--- src/rtl/uart_b3.sv ---
// rtl/uart_b3.sv - memory-mapped 8N1 UART with TX/RX FIFOs
// Define UART_LOOPBACK_EN to add CTRL (0x04) with internal tx->rx loopback.
module uart_b3 #(
  parameter int CLK_HZ  = 100000000,
  parameter int BAUD    = 115200,
  parameter int FIFO_AW = 4
) (
  input  logic       clk,
  input  logic       reset_n,
  input  logic [7:0] addr,
  output logic [7:0] dout,
  input  logic [7:0] din,
  input  logic       re,
  input  logic       we,
  output logic       tx,
  input  logic       rx
);

  localparam int DEPTH = 1 << FIFO_AW;
  localparam logic [15:0] DIV_RST = 16'(CLK_HZ / BAUD - 1);
  localparam logic [FIFO_AW:0] PTR_ONE = 1;

  typedef enum logic [1:0] {S_IDLE, S_START, S_DATA, S_STOP} state_t;

  logic [15:0] div_q, div_eff;
  logic        rx_ovr, frm_err, tx_ovf, loop;
  logic [7:0]  tx_mem [DEPTH];
  logic [7:0]  rx_mem [DEPTH];
  logic [FIFO_AW:0] tx_wp, tx_rp, rx_wp, rx_rp;
  logic tx_empty, tx_full, rx_empty, rx_full;

  state_t      tx_state, rx_state;
  logic        tx_q;
  logic [15:0] tx_cnt, tx_div, rx_cnt, rx_div, rx_h, rx_h_m1;
  logic [2:0]  tx_bit, rx_bit;
  logic [7:0]  tx_shift, rx_shift;
  logic        rx_in, rx_s1, rx_s2, rx_prev;

  logic wr_data, wr_stat, rd_data, tx_pop, tx_push, rx_stop_smp, rx_push, rx_ovr_set, frm_set, tx_ovf_set;

  assign div_eff  = (div_q == 16'd0) ? 16'd1 : div_q;
  assign tx_empty = (tx_wp == tx_rp);
  assign tx_full  = (tx_wp[FIFO_AW] != tx_rp[FIFO_AW]) && (tx_wp[FIFO_AW-1:0] == tx_rp[FIFO_AW-1:0]);
  assign rx_empty = (rx_wp == rx_rp);
  assign rx_full  = (rx_wp[FIFO_AW] != rx_rp[FIFO_AW]) && (rx_wp[FIFO_AW-1:0] == rx_rp[FIFO_AW-1:0]);

  assign wr_data = we && (addr == 8'h00);
  assign wr_stat = we && (addr == 8'h01);
  assign rd_data = re && (addr == 8'h00) && !rx_empty;

  // Same-edge pop frees a slot, so a push into a full FIFO is still accepted.
  assign tx_pop      = !tx_empty && ((tx_state == S_IDLE) || (tx_state == S_STOP && tx_cnt == tx_div));
  assign tx_push     = wr_data && (!tx_full || tx_pop);
  assign tx_ovf_set  = wr_data && tx_full && !tx_pop;
  assign rx_stop_smp = (rx_state == S_STOP) && (rx_cnt == rx_div);
  assign rx_push     = rx_stop_smp && rx_s2 && (!rx_full || rd_data);
  assign rx_ovr_set  = rx_stop_smp && rx_s2 && rx_full && !rd_data;
  assign frm_set     = rx_stop_smp && !rx_s2;

  assign rx_h    = {1'b0, rx_div[15:1]} + {15'd0, rx_div[0]};
  assign rx_h_m1 = rx_h - 16'd1;

`ifdef UART_LOOPBACK_EN
  assign rx_in = loop ? tx_q : rx;
  assign tx    = loop ? 1'b1 : tx_q;
`else
  assign rx_in = rx;
  assign tx    = tx_q;
  assign loop  = 1'b0;
`endif

  always_ff @(posedge clk) begin
    if (tx_push) tx_mem[tx_wp[FIFO_AW-1:0]] <= din;
    if (rx_push) rx_mem[rx_wp[FIFO_AW-1:0]] <= rx_shift;
  end

  always_ff @(posedge clk) begin
    if (!reset_n) begin
      div_q   <= DIV_RST;
      tx_wp   <= '0;
      tx_rp   <= '0;
      rx_wp   <= '0;
      rx_rp   <= '0;
      rx_ovr  <= 1'b0;
      frm_err <= 1'b0;
      tx_ovf  <= 1'b0;
`ifdef UART_LOOPBACK_EN
      loop    <= 1'b0;
`endif
    end else begin
      if (tx_push) tx_wp <= tx_wp + PTR_ONE;
      if (tx_pop)  tx_rp <= tx_rp + PTR_ONE;
      if (rx_push) rx_wp <= rx_wp + PTR_ONE;
      if (rd_data) rx_rp <= rx_rp + PTR_ONE;
      rx_ovr  <= (rx_ovr  & ~(wr_stat & din[4])) | rx_ovr_set;
      frm_err <= (frm_err & ~(wr_stat & din[5])) | frm_set;
      tx_ovf  <= (tx_ovf  & ~(wr_stat & din[6])) | tx_ovf_set;
      if (we && addr == 8'h02) div_q[7:0]  <= din;
      if (we && addr == 8'h03) div_q[15:8] <= din;
`ifdef UART_LOOPBACK_EN
      if (we && addr == 8'h04) loop <= din[0];
`endif
    end
  end

  // TX: divisor is captured at each frame start so mid-frame DIV writes wait.
  always_ff @(posedge clk) begin
    if (!reset_n) begin
      tx_state <= S_IDLE;
      tx_q     <= 1'b1;
      tx_cnt   <= '0;
      tx_div   <= 16'd1;
      tx_bit   <= '0;
      tx_shift <= '0;
    end else begin
      case (tx_state)
        S_IDLE: if (tx_pop) begin
          tx_shift <= tx_mem[tx_rp[FIFO_AW-1:0]];
          tx_div   <= div_eff;
          tx_cnt   <= '0;
          tx_q     <= 1'b0;
          tx_state <= S_START;
        end
        S_START: if (tx_cnt == tx_div) begin
          tx_cnt   <= '0;
          tx_bit   <= '0;
          tx_q     <= tx_shift[0];
          tx_state <= S_DATA;
        end else tx_cnt <= tx_cnt + 16'd1;
        S_DATA: if (tx_cnt == tx_div) begin
          tx_cnt <= '0;
          if (tx_bit == 3'd7) begin
            tx_q     <= 1'b1;
            tx_state <= S_STOP;
          end else begin
            tx_bit   <= tx_bit + 3'd1;
            tx_shift <= tx_shift >> 1;
            tx_q     <= tx_shift[1];
          end
        end else tx_cnt <= tx_cnt + 16'd1;
        default: if (tx_cnt == tx_div) begin
          tx_cnt <= '0;
          if (tx_pop) begin
            tx_shift <= tx_mem[tx_rp[FIFO_AW-1:0]];
            tx_div   <= div_eff;
            tx_q     <= 1'b0;
            tx_state <= S_START;
          end else tx_state <= S_IDLE;
        end else tx_cnt <= tx_cnt + 16'd1;
      endcase
    end
  end

  always_ff @(posedge clk) begin
    if (!reset_n) begin
      rx_s1    <= 1'b1;
      rx_s2    <= 1'b1;
      rx_prev  <= 1'b1;
      rx_state <= S_IDLE;
      rx_cnt   <= '0;
      rx_div   <= 16'd1;
      rx_bit   <= '0;
      rx_shift <= '0;
    end else begin
      rx_s1   <= rx_in;
      rx_s2   <= rx_s1;
      rx_prev <= rx_s2;
      case (rx_state)
        S_IDLE: if (!rx_s2 && rx_prev) begin
          rx_div   <= div_eff;
          rx_cnt   <= '0;
          rx_state <= S_START;
        end
        S_START: if (rx_cnt == rx_h_m1) begin
          rx_cnt   <= '0;
          rx_bit   <= '0;
          rx_state <= rx_s2 ? S_IDLE : S_DATA;
        end else rx_cnt <= rx_cnt + 16'd1;
        S_DATA: if (rx_cnt == rx_div) begin
          rx_cnt   <= '0;
          rx_shift <= {rx_s2, rx_shift[7:1]};
          if (rx_bit == 3'd7) rx_state <= S_STOP;
          else rx_bit <= rx_bit + 3'd1;
        end else rx_cnt <= rx_cnt + 16'd1;
        default: if (rx_cnt == rx_div) begin
          rx_cnt   <= '0;
          rx_state <= S_IDLE;
        end else rx_cnt <= rx_cnt + 16'd1;
      endcase
    end
  end

  always_comb begin
    dout = 8'h00;
    case (addr)
      8'h00: dout = rx_empty ? 8'h00 : rx_mem[rx_rp[FIFO_AW-1:0]];
      8'h01: dout = {1'b0, tx_ovf, frm_err, rx_ovr, (tx_empty && tx_state == S_IDLE), tx_full, rx_full, !rx_empty};
      8'h02: dout = div_q[7:0];
      8'h03: dout = div_q[15:8];
      8'h04: dout = {7'd0, loop};
      default: dout = 8'h00;
    endcase
  end

endmodule

--- config.mk ---
export PLATFORM = sky130hd
export DESIGN_NAME = uart_b3
export DESIGN_NICKNAME = d
export VERILOG_FILES = /design/src/rtl/uart_b3.sv
export SDC_FILE = /design/constraint.sdc
export NUM_CORES = 1
export LEC_CHECK = 0
export BUFFER_PORTS_ARGS = -buffer_cell sky130_fd_sc_hd__buf_2
export CORE_MARGIN = 5
export CORE_UTILIZATION = 45
export CTS_CLUSTER_SIZE = 8
export DETAILED_ROUTE_END_ITERATION = 7
export GPL_TIMING_DRIVEN = 0
export PLACE_DENSITY = 0.67
export RECOVER_POWER = 50
export SETUP_SLACK_MARGIN = 0.4
export SLEW_MARGIN = 20
export SYNTH_ARGS = -nofsm -noshare
export SYNTH_HDL_FRONTEND = slang
export SYNTH_SLANG_ARGS = --single-unit
--- constraint.sdc ---
create_clock -name clk -period 7.05 [get_ports clk]
set_clock_uncertainty 0.2 [all_clocks]
set_input_delay 1.7625 -clock clk [delete_from_list [all_inputs] [get_ports clk]]
set_output_delay 1.7625 -clock clk [all_outputs]
set_load 0.01 [all_outputs]
; After elaboration in Yosys (flattened, before gate mapping)
; Memory sizes are Yosys's and may differ from the RTL's. A register that Yosys moved wholly into a read port is not among the register bits.
; Cells that the tools add are included.
; W data, S select, Z words.
[op_classes]
multipliers = 0
mux = 54
n_reduce_logical = 49
n_lt_le_gt_ge = 0
add_sub_neg = 10
n_shift = 0
bitwise = 14
eq_ne = 30
div_mod_pow = 0
[ops]
columns = cell, n
row1 = $mux W16, 9
row2 = $pmux W16 S2, 2
row3 = $eq A16 B16 Y1, 3
row4 = $mux W8, 5
row5 = $add A16 B1 Y16 const B, 2
row6 = $pmux W8 S4, 1
row7 = $pmux W8 S3, 1
row8 = $mux W2, 11
row9 = $logic_and A1 B1 Y1, 21
row10 = $add A5 B1 Y5 const B, 4
row11 = $ne A2 B2 Y1 const B, 10
row12 = $mux W3, 6
row13 = $add A15 B1 Y16, 1
row14 = $eq A8 B2 Y1 const B, 2
row15 = $logic_not A16 Y1, 1
row16 = $mux W4, 4
row17 = $sub A16 B1 Y16 const B, 1
row18 = $pmux W2 S3, 2
row19 = $pmux W3 S2, 2
row20 = $reduce_and A4 Y1, 3
row21 = $eq A5 B5 Y1, 2
row22 = $mux W1, 10
row23 = $reduce_and A5 Y1, 2
row24 = $eq A2 B2 Y1 const B, 4
row25 = 19 further kinds, 48
[totals]
mem_bits_rw = 256
n_memories = 2
input_bits = 21
mem_bits_ro = 0
latchBits = 0
ff_bits = 133
[memory_table]
columns = name, words, width, read_ports, rd_clocked_by_memory_dff, wr, line_no
row1 = rx_mem, 16, 8, 1, 1, 1, 28  ; logic [7:0] rx_mem [DEPTH];
row2 = tx_mem, 16, 8, 1, 1, 1, 27  ; logic [7:0] tx_mem [DEPTH];

; Depth between registers and ports, before layout
[logic_depth]
word_depth = 8
depth_mapped = 12
depth_no_buf = 10

; Worst setup path before layout
; OpenSTA, ideal clock, no wires.
[synth_path]
path_kind = input to output
from = input port addr[5]
to = output port dout[7]
path_buffers = 0
path_stages = 4
arrival_time_ns = 3.222
path_slack_ns = 1.866
cell_sequence = nor4_1 -> nand2_1 -> a2111o_1 -> o21ai_0
[synth_between]
elab_chain_len = 2
elab_cells_between_ends = 5
[synth_lines]
columns = element, line_no
row1 = "start, declared", 10  ; input logic [7:0] addr,
row2 = $eq A8 B2 Y1 (tied with other cells), 195  ; case (addr)
row3 = $pmux W8 S4 (*), 195
row4 = "end, declared", 11  ; output logic [7:0] dout,
; Every way passes the cells marked *; elsewhere a longest branch is shown, timed or not.

; Worst setup path in the final report
[layout_path]
from = input port addr[5]
to = output port dout[3]
; The elaborated chain is that of the path after synthesis.

==> key figures <==
Logic synthesis
  – Synthesized net count: roughly 1,300
  – Yosys top cell area share: 0.447
  – Cell count after synthesis: approximately 1,300
  – Simple-Gate Fraction of Synth Area: 0.104
  – Mux contribution to synthesized area: 0.135
  – Post-synth EDFFs: roughly 260
  – Compound-Gate Fraction of Synth Area: 0.0647
  – Flops & latches, synth: approximately 400
  – Ranking of synthesized cells by area: edfxtp_1 45%, dfxtp_1 16%, mux4_2 9.0%, mux2i_1 3.7%, xnor2_1 2.8%
  – Seq/Total Area, Yosys: 0.611
  – Top post-synthesis cells by count: 256 x edfxtp_1, 141 x dfxtp_1, 119 x nor2_1
  – Area leader, netlist: edfxtp_1
  – Main combinational cell family by area after synthesis: multiplexers
  – Cell Area, Synth: about 17,000 sq um
  – Post-synthesis cell type count: 65
  – Synth Area in XOR/XNOR: 0.0448
  – Synth Area in Adders: 0.0160
  – Most frequent cell after synthesis: edfxtp_1
  – Average cell area after synthesis: 13.2 sq um
  – Yosys synthesis warning count: 0
  – Async SR Flop Fraction: 0
  – Most used DFF post-synth: edfxtp_1

Power and ir drop
  – Peak supply drop: around 0.22 mV
  – P per Cell Area: 286 nW/um^2
  – Leak: around 0.0064 uW
  – Clock Power Share: 0.432
  – Sw Share: 0.248
  – Comb power frac: 0.116
  – Flop pwr share: 0.452
  – Sw Pwr: 1390 uW
  – Internal power: about 4200 uW

Cells and area
  – # fillers: around 3,200
  – Cell Count, Final, Fillers Out: ~1,900
  – Final core utilization: 0.521
  – Share of cells above drive strength 1: 0.138
  – Area Overhead vs Synth: 14.1%
  – Area of the multi-input gates: ~6300 sq um
  – Final nets: ~1,400
  – # diodes: 0
  – Register area: about 11,000 sq um

STA
  – WHS: approximately 0.23 ns
  – Final TNS setup: 0 ns
  – Tcrit/Tclk final: 0.828
  – Final hold violations: 0
  – Final setup violating endpoints: 0
  – Max Freq: about 170 MHz
  – RSZ-0062 raised after global routing: false
  – Slew margin rel.: 0.111
  – Worst slew pin tran: approximately 1.3 ns
  – Clock period minus worst slack: approximately 5.8 ns
  – Max Slew Vio Count: 0

Worst setup path
  – CP endpoint kind: output pin
  – End of the critical path: dout[3]
  – Critical path arrival: around 3.9 ns
  – R2R cell count: 8
  – Setup crit start kind: input pin
  – Reg2reg end: tx_mem[4][0]
  – Flop-to-flop setup slack: 2.86 ns
  – Reg2reg start: tx_cnt[2]
  – CP required: ~5 ns
  – Setup Crit Path Kind: input pin to output pin
  – CP startpoint: addr[5]
  – CP max FO: 9

CTS
  – Cts-stage hold buffer count: 0
  – Clock slew at reported path FFs: roughly 0.050 ns
  – Setup bufs post-CTS: 0
  – Sink Count: 397
  – CTS tree: done
  – H-tree level count: 2
  – Clock Latency Late Sink: 0.62 ns
  – Cts bufs inserted: 55
  – Maximum clock path buffer count: 3
  – Post_cts resized: 0
  – Root buffer cell: clkbuf_16

Global routing
  – Vias in the first global route: around 11,000
  – Grt total ovfl: 0
  – GRT Resource Usage Total: 0.185
  – First-pass GRT wire length: about 60,000 microns
  – Gr busiest metal: met2
  – GR Util met2: 0.295
  – Met1 usage: 0.253
  – Met3 Resource Use GR: 0.0359
  – Initial antenna violation count: 0
  – Pin count of the biggest net entering global routing: 20

Die
  – Io pins: 30
  – Core Region: 37,700 sq um
  – Die ar.: 42,200 sq um
  – Initial core utilization: 0.457
  – Row count: 71
  – DIE WIDTH: ~210 microns
  – Die height: a little over 200 microns

Route
  – Drt total wl: about 38,000 microns
  – Routed vias: 10,700
  – Vias/cell: 5.52
  – DRT Pass-1 Iters: 7
  – Post-detailed-route count of antenna-violating nets: 0
  – DRC violation count after routing: 0
  – Per-cell routed wire length: between 15 and 20 microns
  – Initial DRC Count: a little under 800

Outcome
  – Status: finished, final reports clean

Placed design
  – Placed Cells: roughly 1,800
  – Buffers on Ports: 28
  – Post-DP HPWL: around 26,000 microns
  – GP Congestion: ~0.86

Job
  – Max-cap violations: 0

Min path
  – Hold Crit Class: register to register
-- flip-flops by register name, summed over array words and instances (netlist names), 8 cells and up, named ones only --
signal,count
div_q,16
rx_cnt,16
rx_div,16
rx_mem,128
rx_shift,8
tx_cnt,16
tx_div,16
tx_mem,128
tx_shift,8
-- worst max-delay path, cell delays in order --
cell      delay, ns
buf_2          0.10
nor4_1         0.61
nand2_1        0.35
a2111o_1       0.58
o22ai_1        0.29
buf_2          0.18
-- cell type report --
type | count | share of cell area
Buffer | 72 | 0.0158
Clock buffer | 89 | 0.0771
Clock inverter | 3 | 0.00408
Inverter | 29 | 0.00555
Multi-Input combinational cell | 801 | 0.321
Sequential cell | 397 | 0.535
Tap cell | 511 | 0.0326
Timing Repair Buffer | 32 | 0.00841
-- metrics by stage --
stage,total power (uW),setup slack [ns],cell area [sq um]
3_5_place_dp,3240,1.15,18100
6_report,5620,1.21,19600
4_1_cts,5680,1.15,19700
5_1_grt,5860,0.971,19600
2_1_floorplan,3070,1.87,17200
3_3_place_gp,3240,1.17,18000
-- per-layer routing --
layer	vias up	wire, microns
met5	-	0
met4	0	1110
met3	70	1960
met2	267	18200
met1	5268	17200
li1	5064	-
-- power by group through the flow --
stage / sequential, uW / clock, uW / combinational (uW)
finish: 2540 / 2430 / 653
global route: 2540 / 2600 / 719
CTS: 2540 / 2480 / 661
detailed placement: 2580 / 0 / 657
global placement: 2580 / 0 / 653
floorplan: 2580 / 0 / 489
-- layout by cell type, fill, tap and decap left out, types with 15 or more instances in the layout --
| master | Yosys | routed |
|---|---|---|
| clkbuf_16 | 0 | 55 |
| nand3_1 | 32 | 32 |
| buf_2 | 13 | 29 |
| mux2i_1 | 64 | 64 |
| o21ai_0 | 33 | 33 |
| xnor2_1 | 55 | 55 |
| xor2_1 | 33 | 33 |
| dfxtp_1 | 141 | 141 |
| ha_1 | 22 | 22 |
| inv_1 | 27 | 28 |
| edfxtp_1 | 256 | 256 |
| nand2_1 | 100 | 100 |
| mux4_2 | 69 | 69 |
| clkbuf_1 | 50 | 96 |
| nor2_1 | 119 | 119 |
| a22oi_1 | 16 | 16 |
| a21oi_1 | 70 | 70 |
| nor3_1 | 23 | 15 |
| nand4_1 | 23 | 23 |
-- how the worst min path moves through the flow --
stage                from     to  slack, ns  cells past startpoint
detailed placement  rx_s1  rx_s2       0.22                      1
global route        rx_s1  rx_s2       0.27                      1
finish              rx_s1  rx_s2       0.23                      1
floorplan           rx_s1  rx_s2       0.19                      1
CTS                 rx_s1  rx_s2       0.24                      1
global placement    rx_s1  rx_s2       0.20                      1
-- logic make-up (layout without fill, tap and decap cells) --
logic type,after synthesis,count (layout)
buf+inv,101,225
simple gates,371,371
fa+ha+maj,22,22
mux,144,144
compound gates,176,176
flops,397,397
xor+xnor,88,88
(Power assumes the default switching activity.)
